<file path="config.mk">
export PLATFORM = sky130hd
export DESIGN_NAME = gpio_reset_conditioner_flat
export DESIGN_NICKNAME = d
export VERILOG_FILES = /design/src/rtl/gpio_reset_conditioner_if.sv /design/src/rtl/gpio_reset_conditioner.sv /design/src/flat_wrapper.sv
export SDC_FILE = /design/constraint.sdc
export NUM_CORES = 1
export LEC_CHECK = 0
export BUFFER_PORTS_ARGS = -buffer_cell sky130_fd_sc_hd__buf_2
export CAP_MARGIN = 40
export CORE_MARGIN = 2
export CORE_UTILIZATION = 64
export DETAILED_ROUTE_END_ITERATION = 8
export PLACE_DENSITY = 0.84
export SLEW_MARGIN = 20
export SYNTH_ARGS = -nofsm -noshare
export SYNTH_HDL_FRONTEND = slang
export SYNTH_SLANG_ARGS = --single-unit
</file>
<file path="constraint.sdc">
create_clock -name clock -period 5.2 [get_ports clock]
set_input_delay 0.78 -clock clock [delete_from_list [all_inputs] [get_ports clock]]
set_output_delay 0.78 -clock clock [all_outputs]
set_load 0.1 [all_outputs]
</file>
<file path="src/rtl/gpio_reset_conditioner_if.sv">
// Pin-side bundle of the GPIO/reset conditioner: raw pins in, clean levels,
// edge pulses, SoC reset and reset counter out.
interface gpio_reset_conditioner_if #(
  parameter int WIDTH = 4
);
  logic [WIDTH-1:0] gpio_raw;
  logic [WIDTH-1:0] gpio_clean;
  logic [WIDTH-1:0] gpio_rise;
  logic [WIDTH-1:0] gpio_fall;
  logic             soc_reset;
  logic [7:0]       reset_count;

  modport master (
    output gpio_raw,
    input  gpio_clean,
    input  gpio_rise,
    input  gpio_fall,
    input  soc_reset,
    input  reset_count
  );

  modport slave (
    input  gpio_raw,
    output gpio_clean,
    output gpio_rise,
    output gpio_fall,
    output soc_reset,
    output reset_count
  );
endinterface

</file>
<file path="src/rtl/gpio_reset_conditioner.sv">
// Synchronizes and debounces board buttons, emits edge pulses, and stretches
// the SoC reset from power-on and from the reset button.
module gpio_reset_conditioner #(
  parameter int               WIDTH             = 4,
  parameter int               DEBOUNCE_CYCLES   = 1000,
  parameter int               RESET_HOLD_CYCLES = 64,
  parameter int               RST_BTN_IDX       = 0,
  parameter logic [WIDTH-1:0] IDLE_VALUE        = 4'b0001
) (
  input logic clock,
  input logic reset,
  gpio_reset_conditioner_if.slave pins
);

  localparam int CNT_W  = $clog2(DEBOUNCE_CYCLES);
  localparam int HOLD_W = $clog2(RESET_HOLD_CYCLES);
  localparam logic [CNT_W-1:0]  CNT_MAX  = CNT_W'(DEBOUNCE_CYCLES - 1);
  localparam logic [HOLD_W-1:0] HOLD_MAX = HOLD_W'(RESET_HOLD_CYCLES - 1);

  typedef enum logic [1:0] {
    ST_HOLD    = 2'd0,
    ST_IDLE    = 2'd1,
    ST_PRESSED = 2'd2
  } state_t;

  function automatic logic [7:0] sat_inc8(input logic [7:0] value);
    return (value == 8'hFF) ? 8'hFF : value + 8'd1;
  endfunction

  logic [WIDTH-1:0] s1_r;
  logic [WIDTH-1:0] s2_r;
  logic [WIDTH-1:0] clean_r;
  logic [WIDTH-1:0] clean_s;
  logic [WIDTH-1:0] rise_r;
  logic [WIDTH-1:0] rise_s;
  logic [WIDTH-1:0] fall_r;
  logic [WIDTH-1:0] fall_s;
  logic [CNT_W-1:0] cnt_r [WIDTH];
  logic [CNT_W-1:0] cnt_s [WIDTH];

  state_t           state_r;
  state_t           state_s;
  logic [HOLD_W-1:0] hold_r;
  logic [HOLD_W-1:0] hold_s;
  logic             soc_reset_r;
  logic             soc_reset_s;
  logic [7:0]       reset_count_r;
  logic [7:0]       reset_count_s;
  logic             btn_fall_s;
  logic             btn_rise_s;

  // Two-flop synchronizer on every raw pin.
  always_ff @(posedge clock or posedge reset) begin
    if (reset) begin
      s1_r <= IDLE_VALUE;
      s2_r <= IDLE_VALUE;
    end else begin
      s1_r <= pins.gpio_raw;
      s2_r <= s1_r;
    end
  end

  // Debounce next-state: a level is accepted only after a full run of
  // mismatching samples; any return to the old level restarts the run.
  always_comb begin
    clean_s = clean_r;
    rise_s  = {WIDTH{1'b0}};
    fall_s  = {WIDTH{1'b0}};
    for (int i = 0; i < WIDTH; i++) begin
      cnt_s[i] = cnt_r[i];
      if (s2_r[i] == clean_r[i]) begin
        cnt_s[i] = {CNT_W{1'b0}};
      end else if (cnt_r[i] == CNT_MAX) begin
        clean_s[i] = s2_r[i];
        rise_s[i]  = s2_r[i];
        fall_s[i]  = ~s2_r[i];
        cnt_s[i]   = {CNT_W{1'b0}};
      end else begin
        cnt_s[i] = cnt_r[i] + CNT_W'(1);
      end
    end
  end

  // Debounce counters, clean levels and edge pulse registers.
  always_ff @(posedge clock or posedge reset) begin
    if (reset) begin
      clean_r <= IDLE_VALUE;
      rise_r  <= {WIDTH{1'b0}};
      fall_r  <= {WIDTH{1'b0}};
      for (int i = 0; i < WIDTH; i++) begin
        cnt_r[i] <= {CNT_W{1'b0}};
      end
    end else begin
      clean_r <= clean_s;
      rise_r  <= rise_s;
      fall_r  <= fall_s;
      for (int i = 0; i < WIDTH; i++) begin
        cnt_r[i] <= cnt_s[i];
      end
    end
  end

  // The reset FSM reacts to the registered pulses of the reset button.
  assign btn_fall_s = fall_r[RST_BTN_IDX];
  assign btn_rise_s = rise_r[RST_BTN_IDX];

  // Reset FSM next-state and output logic.
  always_comb begin
    state_s       = state_r;
    hold_s        = hold_r;
    soc_reset_s   = soc_reset_r;
    reset_count_s = reset_count_r;
    case (state_r)
      ST_HOLD: begin
        soc_reset_s = 1'b1;
        if (btn_fall_s) begin
          state_s       = ST_PRESSED;
          reset_count_s = sat_inc8(reset_count_r);
        end else if (hold_r == HOLD_MAX) begin
          state_s     = ST_IDLE;
          soc_reset_s = 1'b0;
          hold_s      = {HOLD_W{1'b0}};
        end else begin
          hold_s = hold_r + HOLD_W'(1);
        end
      end
      ST_IDLE: begin
        if (btn_fall_s) begin
          state_s       = ST_PRESSED;
          soc_reset_s   = 1'b1;
          reset_count_s = sat_inc8(reset_count_r);
        end else begin
          soc_reset_s = 1'b0;
        end
      end
      ST_PRESSED: begin
        soc_reset_s = 1'b1;
        if (btn_rise_s) begin
          state_s = ST_HOLD;
          hold_s  = {HOLD_W{1'b0}};
        end else begin
          state_s = ST_PRESSED;
        end
      end
      default: begin
        state_s     = ST_HOLD;
        hold_s      = {HOLD_W{1'b0}};
        soc_reset_s = 1'b1;
      end
    endcase
  end

  // Reset FSM state, hold counter and registered reset outputs.
  always_ff @(posedge clock or posedge reset) begin
    if (reset) begin
      state_r       <= ST_HOLD;
      hold_r        <= {HOLD_W{1'b0}};
      soc_reset_r   <= 1'b1;
      reset_count_r <= 8'd0;
    end else begin
      state_r       <= state_s;
      hold_r        <= hold_s;
      soc_reset_r   <= soc_reset_s;
      reset_count_r <= reset_count_s;
    end
  end

  assign pins.gpio_clean  = clean_r;
  assign pins.gpio_rise   = rise_r;
  assign pins.gpio_fall   = fall_r;
  assign pins.soc_reset   = soc_reset_r;
  assign pins.reset_count = reset_count_r;

endmodule
</file>
<file path="src/flat_wrapper.sv">
// flat-port wrapper written by rule: the top's interface ports become plain ports
module gpio_reset_conditioner_flat 
#(
  parameter int               WIDTH             = 4,
  parameter int               DEBOUNCE_CYCLES   = 1000,
  parameter int               RESET_HOLD_CYCLES = 64,
  parameter int               RST_BTN_IDX       = 0,
  parameter logic [WIDTH-1:0] IDLE_VALUE        = 4'b0001
)
  (clock, reset, pins_gpio_raw, pins_gpio_clean, pins_gpio_rise, pins_gpio_fall, pins_soc_reset, pins_reset_count);
  gpio_reset_conditioner_if #(.WIDTH(WIDTH)) pins_i ();
  input logic clock;
  input logic reset;
  input wire logic [$bits(pins_i.gpio_raw)-1:0] pins_gpio_raw;
  output wire logic [$bits(pins_i.gpio_clean)-1:0] pins_gpio_clean;
  output wire logic [$bits(pins_i.gpio_rise)-1:0] pins_gpio_rise;
  output wire logic [$bits(pins_i.gpio_fall)-1:0] pins_gpio_fall;
  output wire logic [$bits(pins_i.soc_reset)-1:0] pins_soc_reset;
  output wire logic [$bits(pins_i.reset_count)-1:0] pins_reset_count;
  assign pins_i.gpio_raw = pins_gpio_raw;
  assign pins_gpio_clean = pins_i.gpio_clean;
  assign pins_gpio_rise = pins_i.gpio_rise;
  assign pins_gpio_fall = pins_i.gpio_fall;
  assign pins_soc_reset = pins_i.soc_reset;
  assign pins_reset_count = pins_i.reset_count;
  gpio_reset_conditioner #(.WIDTH(WIDTH), .DEBOUNCE_CYCLES(DEBOUNCE_CYCLES), .RESET_HOLD_CYCLES(RESET_HOLD_CYCLES), .RST_BTN_IDX(RST_BTN_IDX), .IDLE_VALUE(IDLE_VALUE)) u_core (.clock(clock), .reset(reset), .pins(pins_i));
endmodule
</file>
[Word-level counts from Yosys, hierarchy flattened]
Cells that the tools add are included.
Storage, ports and cells
  register bits after elaboration: 77
  input port bits: 6
Operators by class
  reduce and logical (&&, ||, !) cells: 9
  bitwise operators: 9
  add/subtract/negate cells: 6
  multiplexer cells: 38
  eq/ne operators: 16
Operators with widths (number)
  $mux W10: 8
  $add A10 B1 Y10 const B: 4
  $eq A10 B10 Y1 const B: 4
  $mux W1: 19
  $mux W6: 3
  $pmux W6 S3: 1
  $reduce_and A2 Y1: 6
  $not A1 Y1: 9
  $add A8 B1 Y8 const B: 1
  $eq A8 B8 Y1 const B: 1
  $mux W2: 4
  $mux W8: 1
  $add A6 B1 Y6 const B: 1
  $eq A6 B6 Y1 const B: 1
  $pmux W2 S3: 1
  $eq A1 B1 Y1: 4
  $ne A2 B1 Y1 const B: 2
  $ne A3 B1 Y1 const B: 1
  $reduce_and A3 Y1: 1
  $eq A2 B1 Y1 const B: 1
  $eq A2 B2 Y1 const B: 1
  $logic_not A2 Y1: 1
  $ne A2 B2 Y1 const B: 1
  $pmux W1 S2: 1
  $reduce_or A2 Y1: 1

[Longest topological paths before layout]
Gate-level depths: netlist (run 1).
  depth after elaboration: 4
  gate-level depth with buffers: 5
  depth with buffers taken out: 5

[Least setup slack after synthesis (run 1)]
OpenSTA, ideal clock, no wires.
  path kind: reg2reg
  start point: register u_core.fall_r[0] (netlist: u_core.pins.gpio_fall[0])
  end point: register u_core.reset_count_r[5] (netlist: u_core.pins.reset_count[5])
  period minus slack after synthesis: 2112 ps
  data arrival time: 1986 ps
  stages on the path, launching flop included: 6
  setup slack: 3088 ps
  path through: dfrtp_1 -> nor2b_1 -> buf_4 -> and4_4 -> nand3_2 -> mux2_4
On the way
  cells in the longest elaborated chain, start to end: 1
RTL lines
  from (decl): line gpio_reset_conditioner.sv:36  | logic [WIDTH-1:0] fall_r;
  from (signal assigned): line gpio_reset_conditioner.sv:89  | fall_r <= {WIDTH{1'b0}};
  from (signal assigned): line gpio_reset_conditioner.sv:96  | fall_r <= fall_s;
  $reduce_and A2 Y1 (no source line)
  to (signal assigned): line gpio_reset_conditioner.sv:164  | reset_count_r <= reset_count_s;
  to (decl): line gpio_reset_conditioner.sv:47  | logic [7:0] reset_count_r;
No other way between the ends.
A chain may end at the register's enable or synchronous reset.

[Final worst setup path (run 1)]
  start point: register u_core.clean_r[0] (netlist: u_core.pins.gpio_clean[0])
  end point: output port pins_gpio_clean[0]
RTL lines
  from (decl): line gpio_reset_conditioner.sv:32  | logic [WIDTH-1:0] clean_r;
  from (signal assigned): line gpio_reset_conditioner.sv:94  | clean_r <= clean_s;
  to (decl): line flat_wrapper.sv:15  | output wire logic [$bits(pins_i.gpio_clean)-1:0] pins_gpio_clean;
No word-level cell between the ends.

==> results.yml, run 1 <==
critical_path:
  cp_top_family: "flip-flops"
  crit_arrival_ns: 1.36
  endpoint_kind: "output pin"
  critPathLaunchType: "flip-flop"
  cpMaxStageDelayCell: "dfstp_2"
  path_class: "flip-flop to output pin"
  critical_path_buf_inv_count: 1
  slowest_delay_ns: 0.58
  worstPathCellList: "buf_2"
  required_ns: 4.42
  path_max_fanout: 6
grt:
  grt_max_degree: 50
  grt_util_all_layers_pct: 23.5
  grt-ovfl-total: 0
  grt_pass1_vias: 2558
  antenna_found_initial: 0
  grt_pass1_wl_um: 11200
detailed_routing:
  num_vias: 2581
  postRouteAntennaNets: 0
  via_per_inst: 5.84
  drcViolationCount: 0
  wire_per_inst_um: 14.5
  routed_wl_um: 6410
  drt_iter0_markers: 181
  dr.pass1.iters: 5
logic_synthesis:
  async_reset_ff_share_pct: 100
  yosysWarnings: 0
  avgSynthCellArea_um2: 10.5
  ys_seq_elements: 77
  synth-adder-area-share_pct: 2.16
  synth.top_cell.area_share_pct: 52.5
  netlist_area_um2: 3480
  syn_nets: 343
  ys_types: 41
  yosys.area_share.simple_pct: 23.3
  synth_xor_area_share_pct: 7.05
  synth_edf_count: 0
  muxShareOfSynthArea_pct: 2.44
  ys_seq_area_share_pct: 55.5
  netlist_instances: 331
  synth_top_family_by_area: "simple AND/OR/NAND/NOR gates"
  synth_flop_cell: "dfrtp_1"
  post-synth-top-area-cell: "dfrtp_1"
  synthTopCellsByArea: "dfrtp_1 (52%), nand3_1 (4.6%), xnor2_1 (4.3%)"
  synth_compound_area_share_pct: 8.27
place:
  postPlaceCellArea_um2: 3690
  gp_congestion: 0.830
  dp_slack_ns: 3.21
  dp_hpwl_um: 4400
  io_buffers: 26
clock_tree:
  root_buffer: "clkbuf_8"
  postCtsHoldBufs: 0
  path_clk_slew_ns: 0.07
  ctsResizeCount: 0
  cts_tree: "done"
  clk_latency_ns: 0.33
  cts_setup_buffers: 0
  clock_path_buffers: 2
  cts_sinks: 77
  htreeDepth: 3
  cts_buffers: 9
final_layout:
  syn2layout_area_growth_pct: 11.6
  finish.utilization_pct: 75.1
  regArea_um2: 1930
  drive_gt1_share_pct: 14.0
  final_area_um2: 3880
  fillers: 348
  diodes: 0
  multiInputGateArea_um2: 1500
  layout.nets: 379
flow_run:
  max_cap_violations: 0
die:
  rows: 26
  num_io_pins: 27
  die-area_um2: 6050
  initial_core_util_pct: 67.3
  die_h_um: 77.8
  core-area_um2: 5170
  die_x_um: 77.8
sta:
  fmax_ghz: 0.467
  relSlewSlack_pct: 59.3
  worst_pin_slew_ns: 0.610
  finalSetupViolCount: 0
  rsz0062_at_grt: "no"
  layout_min_cycle_time_ns: 2.14
  timing.final.crit_share_pct: 41.2
  drv_slew: 0
  finalHoldViolCount: 0
  setup_tns_ns: 0
  setup_ws_ns: 3.06
  skew_ns: 0.00830
power_and_ir_drop:
  leakagePower_nw: 1.76
  design_power_total_w: 0.00108
  peakVddDrop_mv: 0.219
  power.density_nw_per_um2: 278
run_status:
  status: "finished, final reports clean"
hold_path:
  min-delay-path-class: "flip-flop to flip-flop"
where the power goes:
part,total (W),internal (W),switching [W]
Combinational,0.0000357,0.0000115,0.0000242
Clock,0.000424,0.000227,0.000197
Sequential,0.000620,0.000610,0.00000957
Total,0.00108,0.000848,0.000231
layout by cell type (no fill, tap or decap), drive strengths merged, types with 3 or more instances in the layout:
| cell | instances |
|---|---|
| nand2 | 25 |
| and3 | 13 |
| nor2b | 3 |
| or3 | 4 |
| mux2 | 6 |
| and4 | 5 |
| a21oi | 20 |
| nand2b | 3 |
| nor3 | 9 |
| xnor2 | 17 |
| a31oi | 5 |
| and4bb | 4 |
| ha | 6 |
| inv | 9 |
| buf | 27 |
| nor2 | 35 |
| nand4 | 5 |
| nand3 | 34 |
| xor2 | 11 |
| o21ai | 14 |
| nor3b | 8 |
| dfrtp | 73 |
| dfstp | 4 |
| clkbuf | 16 |
Yosys cell counts, types with 5 or more instances:
library cell / n
nor2_1: 35
ha_1: 6
a21oi_1: 20
nor3_1: 9
nand3_1: 32
nand4_1: 5
a31oi_1: 5
dfrtp_1: 73
o21ai_1: 10
nand2_1: 25
xnor2_1: 17
inv_1: 9
xor2_1: 11
and3_1: 13
nor3b_1: 8
per-stage QoR:
step                      hold slack, ns  std cells
final                              0.350        442
after global routing               0.364        442
after CTS                          0.351        442
after global placement             0.334        426
after floorplan                    0.331        331
after detailed placement           0.335        426
path summary, 6_finish.rpt:
| path | start | to | slack, ns | cells after the start |
|---|---|---|---|---|
| max | u_core.pins.gpio_clean[0] | pins_gpio_clean[0] | 3.06 | 1 |
| min in group asynchronous | reset | u_core.cnt_r[32] | 0.51 | 2 |
| max in group asynchronous | reset | u_core.pins.gpio_fall[0] | 3.65 | 3 |
| min | u_core.s1_r[2] | u_core.s2_r[2] | 0.35 | 0 |
| max reg2reg | u_core.pins.gpio_fall[0] | u_core.pins.reset_count[7] | 3.46 | 4 |
| min reg2reg | u_core.s1_r[2] | u_core.s2_r[2] | 0.35 | 0 |
cell families (layout without fill, tap and decap cells):
group	count (synthesis)	count (layout)
muxes	7	7
DFF	77	77
adders and majority gates	6	6
buffers and inverters	11	52
AOI/OAI and AO/OA	50	50
and+or+nand+nor	152	152
xor gates and xnor gates	28	28
final cells by class:
class                   instances  area share [%]
repair buffers                 27            3.54
inverters                       9           0.870
multi-input cells             243            38.7
clock buffers                  16            4.90
flip-flops and latches         77            49.7
well taps                      70            2.26
per-layer routing:
layer	up-vias	GRT usage [%]	share of wire, %
met5	-	0	0
met4	0	10.9	2.0
met3	11	4.53	3.2
met2	60	38.2	49
met1	1256	30.7	46
li1	1254	-	-
registers in the layout, summed over array words and instances (netlist names):
register / count
u_core.pins.gpio_rise: 4
u_core.pins.gpio_clean: 4
u_core.pins.soc_reset: 1
u_core.pins.reset_count: 8
u_core.s1_r: 4
u_core.pins.gpio_fall: 4
u_core.cnt_r: 40
u_core.state_r: 2
u_core.s2_r: 4
u_core.hold_r: 6
(Power assumes the default switching activity.)
==> run 2, diff against run 1 <==
CORE_UTILIZATION = 53   (was 64)
PLACE_DENSITY = 0.75   (was 0.84)
clock period = 1.9 ns   (was 5.2 ns; I/O delays follow)
==> results.yml, run 2 (same netlist as run 1, synthesis figures left out) <==
run_status:
  status: "finished, final reports clean"
die:
  core-area_um2: 6350
  initial_core_util_pct: 54.8
  die_h_um: 85.0
  num_io_pins: 27
  rows: 29
  die-area_um2: 7230
  die_x_um: 85.0
flow_run:
  max_cap_violations: 0
power_and_ir_drop:
  peakVddDrop_mv: 0.516
  power.density_nw_per_um2: 794
  p_sw_share_pct: 21.8
  p_int_w: 0.00248
  power.switching_w: 0.000691
  p_seq_share_pct: 53.3
  leakagePower_nw: 1.80
  clock_power_share_pct: 43.2
  design_power_total_w: 0.00318
  pwr-share-comb_pct: 3.5
final_layout:
  finish.utilization_pct: 63.0
  syn2layout_area_growth_pct: 14.9
  diodes: 0
  layout.nets: 384
  top_register: "u_core.cnt_r"
  fillers: 508
  layout_common_cells: "dfrtp_1 (69), nor2_1 (35), nand3_1 (32), buf_2 (26), nand2_1 (25)"
  drive_gt1_share_pct: 16.7
  final_common_cell: "dfrtp_1"
  largest_register_ffs: 40
detailed_routing:
  drt_iter0_markers: 67
  dr.pass1.iters: 4
  via_per_inst: 5.68
  routed_wl_um: 6370
  postRouteAntennaNets: 0
  num_vias: 2579
  wire_per_inst_um: 14.0
  drcViolationCount: 0
critical_path:
  worstPathCellList: "buf_2"
  crit_arrival_ns: 1.38
  r2r_slack_ns: 0.27
  path_max_fanout: 6
  slowest_delay_ns: 0.59
  required_ns: 1.62
  critPathLaunchType: "flip-flop"
  r2r_start: "u_core.cnt_r[20]"
  worst_r2r_path_depth: 5
  r2r_end: "u_core.cnt_r[29]"
  cp_top_family: "flip-flops"
  path_class: "flip-flop to output pin"
  endpoint_kind: "output pin"
  cp.depth: 1
  cpMaxStageDelayCell: "dfstp_2"
  critical_path_buf_inv_count: 1
sta:
  timing.final.crit_share_pct: 87.7
  setup_tns_ns: 0
  finalSetupViolCount: 0
  worst_pin_slew_ns: 0.572
  relSlewSlack_pct: 61.8
  setup_ws_ns: 0.234
  drv_slew: 0
  fmax_ghz: 0.600
  finalHoldViolCount: 0
  fin_hold_ws_ns: 0.0284
  skew_ns: 0.00811
  layout_min_cycle_time_ns: 1.67
  rsz0062_at_grt: "no"
clock_tree:
  path_clk_slew_ns: 0.08
  cts_sinks: 77
  cts_tree: "done"
  clock_path_buffers: 2
  root_buffer: "clkbuf_8"
  clk_latency_ns: 0.35
  cts_buffers: 9
  ctsResizeCount: 0
  htreeDepth: 3
hold_path:
  min_to: "u_core.s1_r[0]"
  hold_depth: 1
  min-delay-path-class: "input port to flip-flop"
  hp-start: "pins_gpio_raw[0]"
grt:
  grt_pass1_wl_um: 11600
  top_usage_layer: "met2"
  grt_util_all_layers_pct: 20.1
  gr-usage-met1_pct: 26.6
  grtUsageMet2_pct: 32.0
  grtUsageMet3_pct: 4.86
  grt_pass1_vias: 2586
  grt_max_degree: 26
  antenna_found_initial: 0
  grt-ovfl-total: 0
place:
  dp_slack_ns: 0.218
  dp_hpwl_um: 4540
  gp_congestion: 0.806
  io_buffers: 26
run 2: changes by cell type in the layout (fill, tap and decap cells not counted), sizes merged:
| cell | before | now |
|---|---|---|
| buf | 27 | 31 |
| bufinv | 0 | 2 |
| clkbuf | 16 | 10 |
| clkinv | 0 | 3 |
| clkinvlp | 0 | 2 |
| dlygate4sd3 | 0 | 1 |
| inv | 9 | 8 |
run 2: power by group through the flow:
stage,Sequential (W),Combinational (W),Clock [W]
2_1_floorplan,0.00172,0.0000721,0
5_1_grt,0.00170,0.000129,0.00148
6_report,0.00169,0.000110,0.00137
3_3_place_gp,0.00172,0.000113,0
3_5_place_dp,0.00173,0.000111,0
4_1_cts,0.00169,0.000114,0.00140
run 2: routing by layer:
metal  vias to the layer above  share of wire, %
li1                       1264                 -
met1                      1246                47
met2                        58                47
met3                        11               3.9
met4                         0               1.8
met5                         -                 0
run 2: how the worst max path moves through the flow:
stage	slack [ns]	start	endpoint
floorplan	0.03	u_core.pins.reset_count[4]	u_core.pins.reset_count[4]
global placement	0.42	u_core.cnt_r[0]	u_core.pins.gpio_clean[3]
detailed placement	0.22	u_core.cnt_r[20]	u_core.cnt_r[29]
CTS	0.22	u_core.pins.gpio_clean[0]	pins_gpio_clean[0]
global route	0.18	u_core.pins.gpio_clean[0]	pins_gpio_clean[0]
finish	0.23	u_core.pins.gpio_clean[0]	pins_gpio_clean[0]
run 2: timing repair:
item	in CTS	in global routing
endpoints found under the setup margin	0	0
hold endpoints to repair	3	0
hold buffers	1	0
setup buffers	0	0
run 2: through the flow:
stage	cell area, um2	cells
6_report	4000	454
3_5_place_dp	3770	437
2_1_floorplan	3490	331
5_1_grt	4000	454
3_3_place_gp	3770	437
4_1_cts	4000	454
run 2: layout make-up:
cell class | instances | area (um2) | area share [%]
multi-input cells | 243 | 1500 | 37.6
clock buffers | 10 | 138 | 3.44
repair buffers | 32 | 203 | 5.07
clock inverters | 6 | 86.3 | 2.16
well taps | 77 | 96.3 | 2.41
flip-flops and latches | 77 | 1940 | 48.4
inverters | 9 | 37.5 | 0.938
==> run 3, diff against run 2 <==
ABC_AREA = 1   (was unset)
CORE_UTILIZATION = 54   (was 53)
PLACE_DENSITY = 0.76   (was 0.75)
==> results.yml, run 3 <==
run_status:
  status: "finished, final reports clean"
critical_path:
  worstPathCellList: "buf_2"
  critPathLaunchType: "flip-flop"
  path_max_fanout: 4
  crit_arrival_ns: 1.33
  required_ns: 1.62
  critical_path_buf_inv_count: 1
  slowest_delay_ns: 0.55
  cpMaxStageDelayCell: "dfstp_2"
  cp_top_family: "flip-flops"
  path_class: "flip-flop to output pin"
  endpoint_kind: "output pin"
logic_synthesis:
  netlist_area_um2: 3530
  netlist_instances: 420
  yosysWarnings: 0
  syn_nets: 432
  post-synth-top-area-cell: "dfrtp_1"
  avgSynthCellArea_um2: 8.40
  async_reset_ff_share_pct: 100
  synth_edf_count: 0
  synth_flop_cell: "dfrtp_1"
  synth.top_cell.area_share_pct: 51.8
  synthTopCellsByArea: "dfrtp_1 (52%), nand2_1 (9.9%), nor2_1 (8.5%)"
  ys_seq_elements: 77
  ys_seq_area_share_pct: 54.7
  synth_common_cells: "nand2_1 (93), nor2_1 (80), dfrtp_1 (73)"
  synth_most_common_cell: "nand2_1"
  ys_types: 28
detailed_routing:
  postRouteAntennaNets: 0
  num_vias: 2718
  drcViolationCount: 0
  drt_iter0_markers: 156
  wire_per_inst_um: 11.4
  routed_wl_um: 6180
  dr.pass1.iters: 4
  via_per_inst: 5.01
final_layout:
  syn2layout_area_growth_pct: 13.4
  layout_common_cells: "nand2_1 (93), nor2_1 (80), dfrtp_1 (72), inv_1 (53), nand3_1 (28)"
  layout.nets: 472
  largest_register_ffs: 40
  diodes: 0
  final_common_cell: "nand2_1"
  drive_gt1_share_pct: 14.6
  fillers: 518
  top_register: "u_core.cnt_r"
sta:
  finalSetupViolCount: 0
  drv_slew: 0
  worst_pin_slew_ns: 0.496
  finalHoldViolCount: 0
  setup_tns_ns: 0
  rsz0062_at_grt: "no"
  relSlewSlack_pct: 67.1
  layout_min_cycle_time_ns: 1.61
  skew_ns: 0.0102
  timing.final.crit_share_pct: 84.9
  fmax_ghz: 0.620
grt:
  grt_pass1_wl_um: 11200
  grt_max_degree: 37
  antenna_found_initial: 0
  grt_util_all_layers_pct: 19.3
  grt-ovfl-total: 0
  grt_pass1_vias: 2615
die:
  initial_core_util_pct: 55.6
  die_x_um: 84.8
  die_h_um: 84.8
  rows: 29
  core-area_um2: 6350
  die-area_um2: 7200
  num_io_pins: 27
clock_tree:
  ctsResizeCount: 0
  clk_latency_ns: 0.36
  path_clk_slew_ns: 0.09
  cts_sinks: 77
  clock_path_buffers: 2
  cts_tree: "done"
  cts_setup_buffers: 0
  cts_buffers: 9
  root_buffer: "clkbuf_8"
  postCtsHoldBufs: 1
  htreeDepth: 3
place:
  io_buffers: 26
  gp_congestion: 0.869
  dp_hpwl_um: 4380
power_and_ir_drop:
  leakagePower_nw: 2.05
  peakVddDrop_mv: 0.573
  power.density_nw_per_um2: 771
  design_power_total_w: 0.00308
hold_path:
  min-delay-path-class: "input port to flip-flop"
flow_run:
  max_cap_violations: 0
[run 3: worst paths after layout]
kind	from	to	slack [ns]	cells after the start
worst min-delay path	pins_gpio_raw[1]	u_core.s1_r[1]	0.03	1
worst min register to register	u_core.s1_r[3]	u_core.s2_r[3]	0.35	0
min in group asynchronous	reset	u_core.cnt_r[29]	0.42	3
worst max register to register	u_core.cnt_r[20]	u_core.cnt_r[20]	0.50	6
worst max-delay path	u_core.pins.gpio_clean[0]	pins_gpio_clean[0]	0.29	1
max in group asynchronous	reset	u_core.pins.gpio_clean[0]	0.89	4
[run 3: routing by layer]
metal / track usage, % / up-vias / routed length, um
met5: 0 / - / 0
met4: 6.78 / 0 / 82
met3: 5.74 / 6 / 249
met2: 31.2 / 57 / 2970
met1: 25.1 / 1256 / 2880
li1: - / 1399 / -
[run 3: cell type report]
cell class                      instances  area, um2  area share, %
Clock buffer                           10        138           3.44
Clock inverter                          6       70.1           1.75
Inverter                               56        214           5.35
Multi-Input combinational cell        286       1380           34.4
Sequential cell                        77       1930           48.3
Tap cell                               77       96.3           2.41
Timing Repair Buffer                   30        175           4.38
[run 3: logic make-up after synthesis]
group	share of synthesized area, %
XOR/XNOR	2.98
flip-flops	54.7
adder cells (fa/ha/maj)	2.13
buffers and inverters	6.27
AO/OA/AOI/OAI	3.79
AND/OR/NAND/NOR	30.1
[run 3: through the flow]
stage / hold slack, ns / util (%) / instances / setup slack (ns) / cell area [um2]
floorplan: 0.289 / - / 420 / 0.0282 / 3530
global placement: 0.247 / 59.6 / 525 / 0.583 / 3780
detailed placement: 0.254 / 59.6 / 525 / 0.509 / 3780
CTS: 0.0123 / 63.0 / 542 / 0.266 / 4000
global route: 0.0100 / 63.0 / 542 / 0.245 / 4000
finish: 0.0274 / 63.0 / 542 / 0.286 / 4000
[run 3: power by group]
group | internal (W) | switching (W) | total (W)
logic | 0.0000384 | 0.0000780 | 0.000116
clock network | 0.000651 | 0.000631 | 0.00128
registers | 0.00167 | 0.0000176 | 0.00169
total | 0.00236 | 0.000727 | 0.00308
